--- src/rtl/recir_lanes.sv ---
// recir_lanes: N-lane recirculation stage with a PIPE_DEPTH register pipeline.
// Words are tagged with a route bit at capture (forward or return path) and
// the tag travels with them, so mode changes never re-route in-flight data.
// The FSM defers mode changes to a transfer boundary (first idle input cycle).
// Optional feature macro: RECIR_CNT_EN enables the saturating per-path
// transfer counters; when undefined, fwd_cnt/ret_cnt are tied to zero.

// One lane of the data pipeline plus the output steering for that lane.
module recir_lanes_lane #(
    parameter int DATA_W     = 32,
    parameter int PIPE_DEPTH = 2
) (
    input  logic              clk,
    input  logic              reset,
    input  logic              vld_i,
    input  logic [DATA_W-1:0] dat_i,
    input  logic              tag_i,      // route tag of the output stage
    output logic              vld_fwd_o,
    output logic [DATA_W-1:0] dat_fwd_o,
    output logic              vld_ret_o,
    output logic [DATA_W-1:0] dat_ret_o
);
    logic [PIPE_DEPTH-1:0]             vld_pipe_q;
    logic [PIPE_DEPTH-1:0][DATA_W-1:0] dat_pipe_q;

    // Capture and shift; invalid words are zeroed on entry so nothing stale leaks out.
    always_ff @(posedge clk or posedge reset) begin
        if (reset) begin
            vld_pipe_q <= '0;
            dat_pipe_q <= '0;
        end else begin
            vld_pipe_q[0] <= vld_i;
            dat_pipe_q[0] <= vld_i ? dat_i : '0;
            for (int s = 1; s < PIPE_DEPTH; s++) begin
                vld_pipe_q[s] <= vld_pipe_q[s-1];
                dat_pipe_q[s] <= dat_pipe_q[s-1];
            end
        end
    end

    logic              vld_last;
    logic [DATA_W-1:0] dat_last;
    assign vld_last = vld_pipe_q[PIPE_DEPTH-1];
    assign dat_last = dat_pipe_q[PIPE_DEPTH-1];

    // Steer the output stage to exactly one path; the other path sits at zero.
    assign vld_fwd_o = tag_i & vld_last;
    assign vld_ret_o = ~tag_i & vld_last;
    assign dat_fwd_o = vld_fwd_o ? dat_last : '0;
    assign dat_ret_o = vld_ret_o ? dat_last : '0;
endmodule

module recir_lanes #(
    parameter int LANES      = 4,
    parameter int DATA_W     = 32,
    parameter int PIPE_DEPTH = 2
) (
    input  logic                    clk,
    input  logic                    reset,
    input  logic                    active,
    input  logic [LANES-1:0]        valid_in,
    input  logic [LANES*DATA_W-1:0] data_in,
    output logic [LANES-1:0]        valid_out,
    output logic [LANES*DATA_W-1:0] data_out,
    output logic [LANES-1:0]        valid_ret,
    output logic [LANES*DATA_W-1:0] data_ret,
    output logic                    mode_fwd,
    output logic [15:0]             fwd_cnt,
    output logic [15:0]             ret_cnt
);
    typedef enum logic [1:0] {
        RECIR     = 2'd0,
        RECIR2FWD = 2'd1,
        FWD       = 2'd2,
        FWD2RECIR = 2'd3
    } state_t;

    state_t                state_q;
    logic                  mode_fwd_q;   // registered route: 1 in FWD / FWD2RECIR
    logic [PIPE_DEPTH-1:0] tag_q;
    logic                  any_vld;

    assign any_vld  = |valid_in;
    assign mode_fwd = mode_fwd_q;

    // Mode FSM: a requested switch waits in a pending state until an idle input
    // cycle, and a request that is withdrawn first returns to the stable state.
    always_ff @(posedge clk or posedge reset) begin
        if (reset) begin
            state_q    <= RECIR;
            mode_fwd_q <= 1'b0;
        end else begin
            case (state_q)
                RECIR: begin
                    if (active) begin
                        if (any_vld) begin
                            state_q <= RECIR2FWD;
                        end else begin
                            state_q    <= FWD;
                            mode_fwd_q <= 1'b1;
                        end
                    end
                end
                RECIR2FWD: begin
                    if (!active) begin
                        state_q <= RECIR;
                    end else if (!any_vld) begin
                        state_q    <= FWD;
                        mode_fwd_q <= 1'b1;
                    end
                end
                FWD: begin
                    if (!active) begin
                        if (any_vld) begin
                            state_q <= FWD2RECIR;
                        end else begin
                            state_q    <= RECIR;
                            mode_fwd_q <= 1'b0;
                        end
                    end
                end
                FWD2RECIR: begin
                    if (active) begin
                        state_q <= FWD;
                    end else if (!any_vld) begin
                        state_q    <= RECIR;
                        mode_fwd_q <= 1'b0;
                    end
                end
                default: begin
                    state_q    <= RECIR;
                    mode_fwd_q <= 1'b0;
                end
            endcase
        end
    end

    // Route tag pipeline shared by all lanes; captured from the pre-edge mode.
    always_ff @(posedge clk or posedge reset) begin
        if (reset) begin
            tag_q <= '0;
        end else begin
            tag_q[0] <= mode_fwd_q;
            for (int s = 1; s < PIPE_DEPTH; s++) begin
                tag_q[s] <= tag_q[s-1];
            end
        end
    end

    for (genvar i = 0; i < LANES; i++) begin : g_lane
        recir_lanes_lane #(
            .DATA_W     (DATA_W),
            .PIPE_DEPTH (PIPE_DEPTH)
        ) u_lane (
            .clk       (clk),
            .reset     (reset),
            .vld_i     (valid_in[i]),
            .dat_i     (data_in[i*DATA_W +: DATA_W]),
            .tag_i     (tag_q[PIPE_DEPTH-1]),
            .vld_fwd_o (valid_out[i]),
            .dat_fwd_o (data_out[i*DATA_W +: DATA_W]),
            .vld_ret_o (valid_ret[i]),
            .dat_ret_o (data_ret[i*DATA_W +: DATA_W])
        );
    end

`ifdef RECIR_CNT_EN
    // What the output stage is about to load: its tag and whether any lane is valid.
    logic ld_tag;
    logic ld_any;

    if (PIPE_DEPTH == 1) begin : g_ld1
        assign ld_tag = mode_fwd_q;
        assign ld_any = any_vld;
    end else begin : g_ldn
        logic [PIPE_DEPTH-2:0] vany_q;

        // Any-valid summary tracking the stages ahead of the output register.
        always_ff @(posedge clk or posedge reset) begin
            if (reset) begin
                vany_q <= '0;
            end else begin
                vany_q[0] <= any_vld;
                for (int s = 1; s < PIPE_DEPTH-1; s++) begin
                    vany_q[s] <= vany_q[s-1];
                end
            end
        end

        assign ld_tag = tag_q[PIPE_DEPTH-2];
        assign ld_any = vany_q[PIPE_DEPTH-2];
    end

    logic [15:0] fwd_cnt_q;
    logic [15:0] ret_cnt_q;

    // Counters step as a transfer enters the output stage, so they always
    // include the transfer currently visible; they stick at all-ones.
    always_ff @(posedge clk or posedge reset) begin
        if (reset) begin
            fwd_cnt_q <= '0;
            ret_cnt_q <= '0;
        end else if (ld_any) begin
            if (ld_tag && fwd_cnt_q != 16'hFFFF) fwd_cnt_q <= fwd_cnt_q + 16'd1;
            if (!ld_tag && ret_cnt_q != 16'hFFFF) ret_cnt_q <= ret_cnt_q + 16'd1;
        end
    end

    assign fwd_cnt = fwd_cnt_q;
    assign ret_cnt = ret_cnt_q;
`else
    assign fwd_cnt = 16'h0000;
    assign ret_cnt = 16'h0000;
`endif
endmodule

--- config.mk ---
export PLATFORM = sky130hd
export DESIGN_NAME = recir_lanes
export DESIGN_NICKNAME = d
export VERILOG_FILES = /design/src/rtl/recir_lanes.sv
export SDC_FILE = /design/constraint.sdc
export NUM_CORES = 1
export LEC_CHECK = 0
export CAP_MARGIN = 20
export CORE_MARGIN = 5
export CORE_UTILIZATION = 39
export CTS_CLUSTER_SIZE = 14
export DETAILED_ROUTE_END_ITERATION = 8
export PLACE_DENSITY = 0.77
export REMOVE_ABC_BUFFERS = 1
export SYNTH_ARGS = -nofsm -noshare
export SYNTH_HDL_FRONTEND = slang
export SYNTH_HIERARCHICAL = 1
export SYNTH_SLANG_ARGS = --single-unit
--- constraint.sdc ---
create_clock -name clk -period 1.9 [get_ports clk]
set_input_delay 0.38 -clock clk [delete_from_list [all_inputs] [get_ports clk]]
set_output_delay 0.38 -clock clk [all_outputs]
set_load 0.05 [all_outputs]
# Word-level counts from Yosys, hierarchy flattened
# Index checks and enable logic that the tools add are counted.
# classes
n_eq_ne	11
muxes	26
bitwise	9
reduce_logical	6
# op_table
operator	n
$mux W32	12
$mux W2	8
$ne A2 B2 Y1 const B	5
$and A1 B1 Y1	8
$pmux W2 S4	1
$reduce_and A4 Y1	2
$ne A3 B3 Y1 const B	2
$eq A2 B2 Y1 const B	2
$mux W1	4
$reduce_or A2 Y1	2
$reduce_or A4 Y1	1
$eq A2 B1 Y1 const B	1
$logic_not A2 Y1	1
$ne A2 B1 Y1 const B	1
$pmux W1 S2	1
$not A1 Y1	1
# totals
ff_bits	269
inputBits	135
wordCells	67

# Longest topological paths before layout
# depth
word_depth	4
mapped_depth	3
ltp_nobuf	3

# Modules after synthesis
# Netlist, hierarchy kept.
# by_module_without_submodules
mod	instances	cells_per_inst	area_each_um2
recir_lanes_lane	4	182	2496.1
recir_lanes	1	44	394.1

# Least setup slack after synthesis
# Ideal clock, no wire load.
# synth_path
path_type	register -> output
startpoint	register tag_q[1]
endpoint	output valid_ret[0]
arrival_time_ns	1.365
required_time_ns	1.520
slack_ns	0.155
path_stages_with_launch	3
n_path_buf	1
cell_sequence	dfrtp_1 -> buf_2 -> nor2b_1
# synth_via
elab_chain_len	2
# synth_rtl
element	line_no	rtl
from (decl)	80	logic [PIPE_DEPTH-1:0] tag_q;
from (signal, indexed assignment)	145	tag_q[s] <= tag_q[s-1];
$not A1 Y1	48	assign vld_ret_o = ~tag_i & vld_last;
$and A1 B1 Y1	48	
to (decl)	65	output logic [LANES-1:0] valid_ret,
# Every way passes these cells.

# Worst setup path after layout
# layout_path
startpoint	register tag_q[1]
endpoint	output data_ret[6]
# layout_via
elab_chain_len	3
# layout_rtl
element	line_no	rtl
$not A1 Y1	48	
$and A1 B1 Y1	48	
$mux W32	50	assign dat_ret_o = vld_ret_o ? dat_last : '0;
to (decl)	66	output logic [LANES*DATA_W-1:0] data_ret,
# Every way passes these cells.

==> flow_summary.toml <==
[setup_path]
cp.arrival_ps = 1840
timing.rr.start = "state_q[1]"
critPathSlowestCell = "dfrtp_4"
cp-start-kind = "flop"
worstPathCellList = "buf_12 > buf_6 > and3b_1 > buf_6"
cp_common_cell = "buf_6"
cp-end-kind = "primary output"
cp-startpoint = "tag_q[1]"
worstPathBufferInverterCount = 3
crit_family = "buffers and inverters"
worstSetupPathType = "reg -> out"
required_ps = 1520
path_max_fanout = 22
slowest_delay_ps = 490

[synth]
yosysWarnings = 6
synth_top_area_cell = "dfrtp_1"
ys_types = 15
synth_top_area_share = 0.646
syn_inst = 772
synth_area_um2 = 10400
ys_top_cells_by_area = "dfrtp_1 (65%), and3b_1 (11%), and2_1 (8.0%)"
seq_area_frac_synth = 0.646
syn_avg_cell_area_um2 = 13.4
ys_ff_latch = 268

[cells_and_area]
final_area_um2 = 18100
final_cell_mix = "dfrtp_1 (267), buf_12 (211), clkdlybuf4s50_1 (134), and2_1 (131), and3b_2 (67)"
layout-drive-gt1-share = 0.409
layout.nets = 1301
final_common_cell = "dfrtp_1"
final_cells = 1523
syn2layout_area_growth_pct = 74.0

[grt]
grt_pass1_vias = 7561
grt_max_degree = 123
grt_pass1_wl_mm = 44.4
overflow = 0
antenna_found_initial = 2
grt_usage = 0.185

[route]
drt_first_pass_iters = 4
ant_nets = 0
dr.first_iter.drc_count = 356
routed_wirelength_mm = 31.9
drc = 0
num_vias = 7230
routed_via_density = 4.75
post_drt_wl_per_cell_um = 20.9

[run_status]
violations = "negative setup slack"
status = "finished with violations"

[power_and_ir_drop]
leakage_nw = 8.66
power_density_nw_per_um2 = 821
p_sw_frac = 0.273
p_clk_frac = 0.381
p_switching_w = 0.00405
p_seq_frac = 0.414
internal_power_w = 0.0108
vdd_ir_drop_max_v = 0.000664
combPwrFrac = 0.205

[clock_tree]
clk_pin_slew_ps = 60
cts-root-buf = "clkbuf_16"
cts_sinks = 268
cts_htree_levels = 1
clock_latency_ps = 530
cts_tree = "built"
clk_path_buf_depth = 3
numCtsBuffers = 27

[place]
place_area_um2 = 16200
io_buffers = 399
placed_cells = 1461
hpwl_mm = 20.6
gp_congestion = 0.768

[floorplanning]
io_pins = 432
rows = 59
die_h_um = 173
die-area_um2 = 30000
start_util = 0.397
core_region_area_um2 = 26100
die_x_um = 173

[job]
cap_violations = 0

[hold_path]
hold_class = "reg -> reg"
hp-start = "g_lane[0].u_lane/dat_pipe_q[28]"

[sta]
drv_slew = 0
hold_viol = 0
fin_ws_ps = -316
fin_crit_ps = 2220
setup-violations-final = 264
fin_skew_ps = 14.9
timing.fmax_ghz = 0.451
rsz0062_at_grt = "yes"
period_share = 1.17
## cell usage after synthesis
master	number
and3b_1	128
o21ai_1	1
dfrtp_1	268
inv_1	5
buf_6	40
nor2b_1	4
a21oi_1	2
buf_2	28
and3_1	128
conb_1	1
and2_1	132
nor4_2	1
or4_1	1
mux2_2	1
buf_4	32
## per-stage QoR
| step | hold slack (ps) | util | total power (W) | TNS [ps] | worst slack [ps] |
|---|---|---|---|---|---|
| floorplan | 146 | - | 0.00761 | -541870 | -2200 |
| global placement | 331 | 0.620 | 0.00889 | -5.12 | -5.12 |
| detailed placement | 335 | 0.620 | 0.00895 | 0 | 12.2 |
| CTS | 345 | 0.667 | 0.0147 | -66890 | -315 |
| global route | 349 | 0.691 | 0.0154 | -73750 | -356 |
| finish | 340 | 0.691 | 0.0148 | -59380 | -316 |
## layer usage
| layer | track usage | part of all wire |
|---|---|---|
| met4 | 0.0542 | 0.030 |
| met5 | 0 | 0 |
| met2 | 0.331 | 0.52 |
| met1 | 0.205 | 0.37 |
| met3 | 0.0727 | 0.083 |
## power by group through the flow
stage,sequential [W],combinational (W),clock [W]
after floorplan,0.00629,0.00132,0
after global placement,0.00621,0.00268,0
after detailed placement,0.00624,0.00271,0
after CTS,0.00614,0.00278,0.00579
after global routing,0.00617,0.00318,0.00604
final,0.00614,0.00304,0.00564
## what timing repair did
action	in CTS	in global routing
pin swaps	3	1
resized for setup	96	119
buffers inserted	1	2
hold buffers	0	0
cloned	0	9
setup endpoints to repair	264	264
## cell families (layout without fill, tap and decap cells)
family / count (synthesis) / count (layout) / share of synthesized area
other: 1 / 33 / 0.000361
muxes: 1 / 1 / 0.00108
AOI/OAI and AO/OA: 3 / 3 / 0.00145
buffers and inverters: 105 / 489 / 0.0819
DFF: 268 / 268 / 0.646
and+or+nand+nor: 394 / 394 / 0.269
## layout make-up
cell class | count | area (um^2)
Timing Repair Buffer | 434 | 6600
Clock buffer | 35 | 736
Fill cell | 1666 | 8070
Clock inverter | 15 | 216
Antenna cell | 1 | 2.50
Inverter | 5 | 18.8
Tap cell | 335 | 419
Sequential cell | 268 | 6710
Multi-Input combinational cell | 430 | 3350
## state kept, by name, summed over array words and instances, names as in the netlist
register,count
mode_fwd,1
g_lane.u_lane/dat_last,128
g_lane.u_lane/dat_pipe_q,128
tag_q,2
g_lane.u_lane/vld_pipe_q,8
state_q,1
## path summary, 6_finish.rpt
path                       slack (ps)                             end  depth (start not counted)
min reg2reg                       340   g_lane[0].u_lane/dat_last[28]                          0
max reg2reg                      1150                      state_q[1]                          1
min                               340   g_lane[0].u_lane/dat_last[28]                          0
max                              -320                     data_ret[6]                          4
min in group asynchronous         350                        tag_q[0]                          2
max in group asynchronous        1040  g_lane[3].u_lane/dat_pipe_q[7]                          3
No activity file was read; power rests on OpenSTA's default activity.
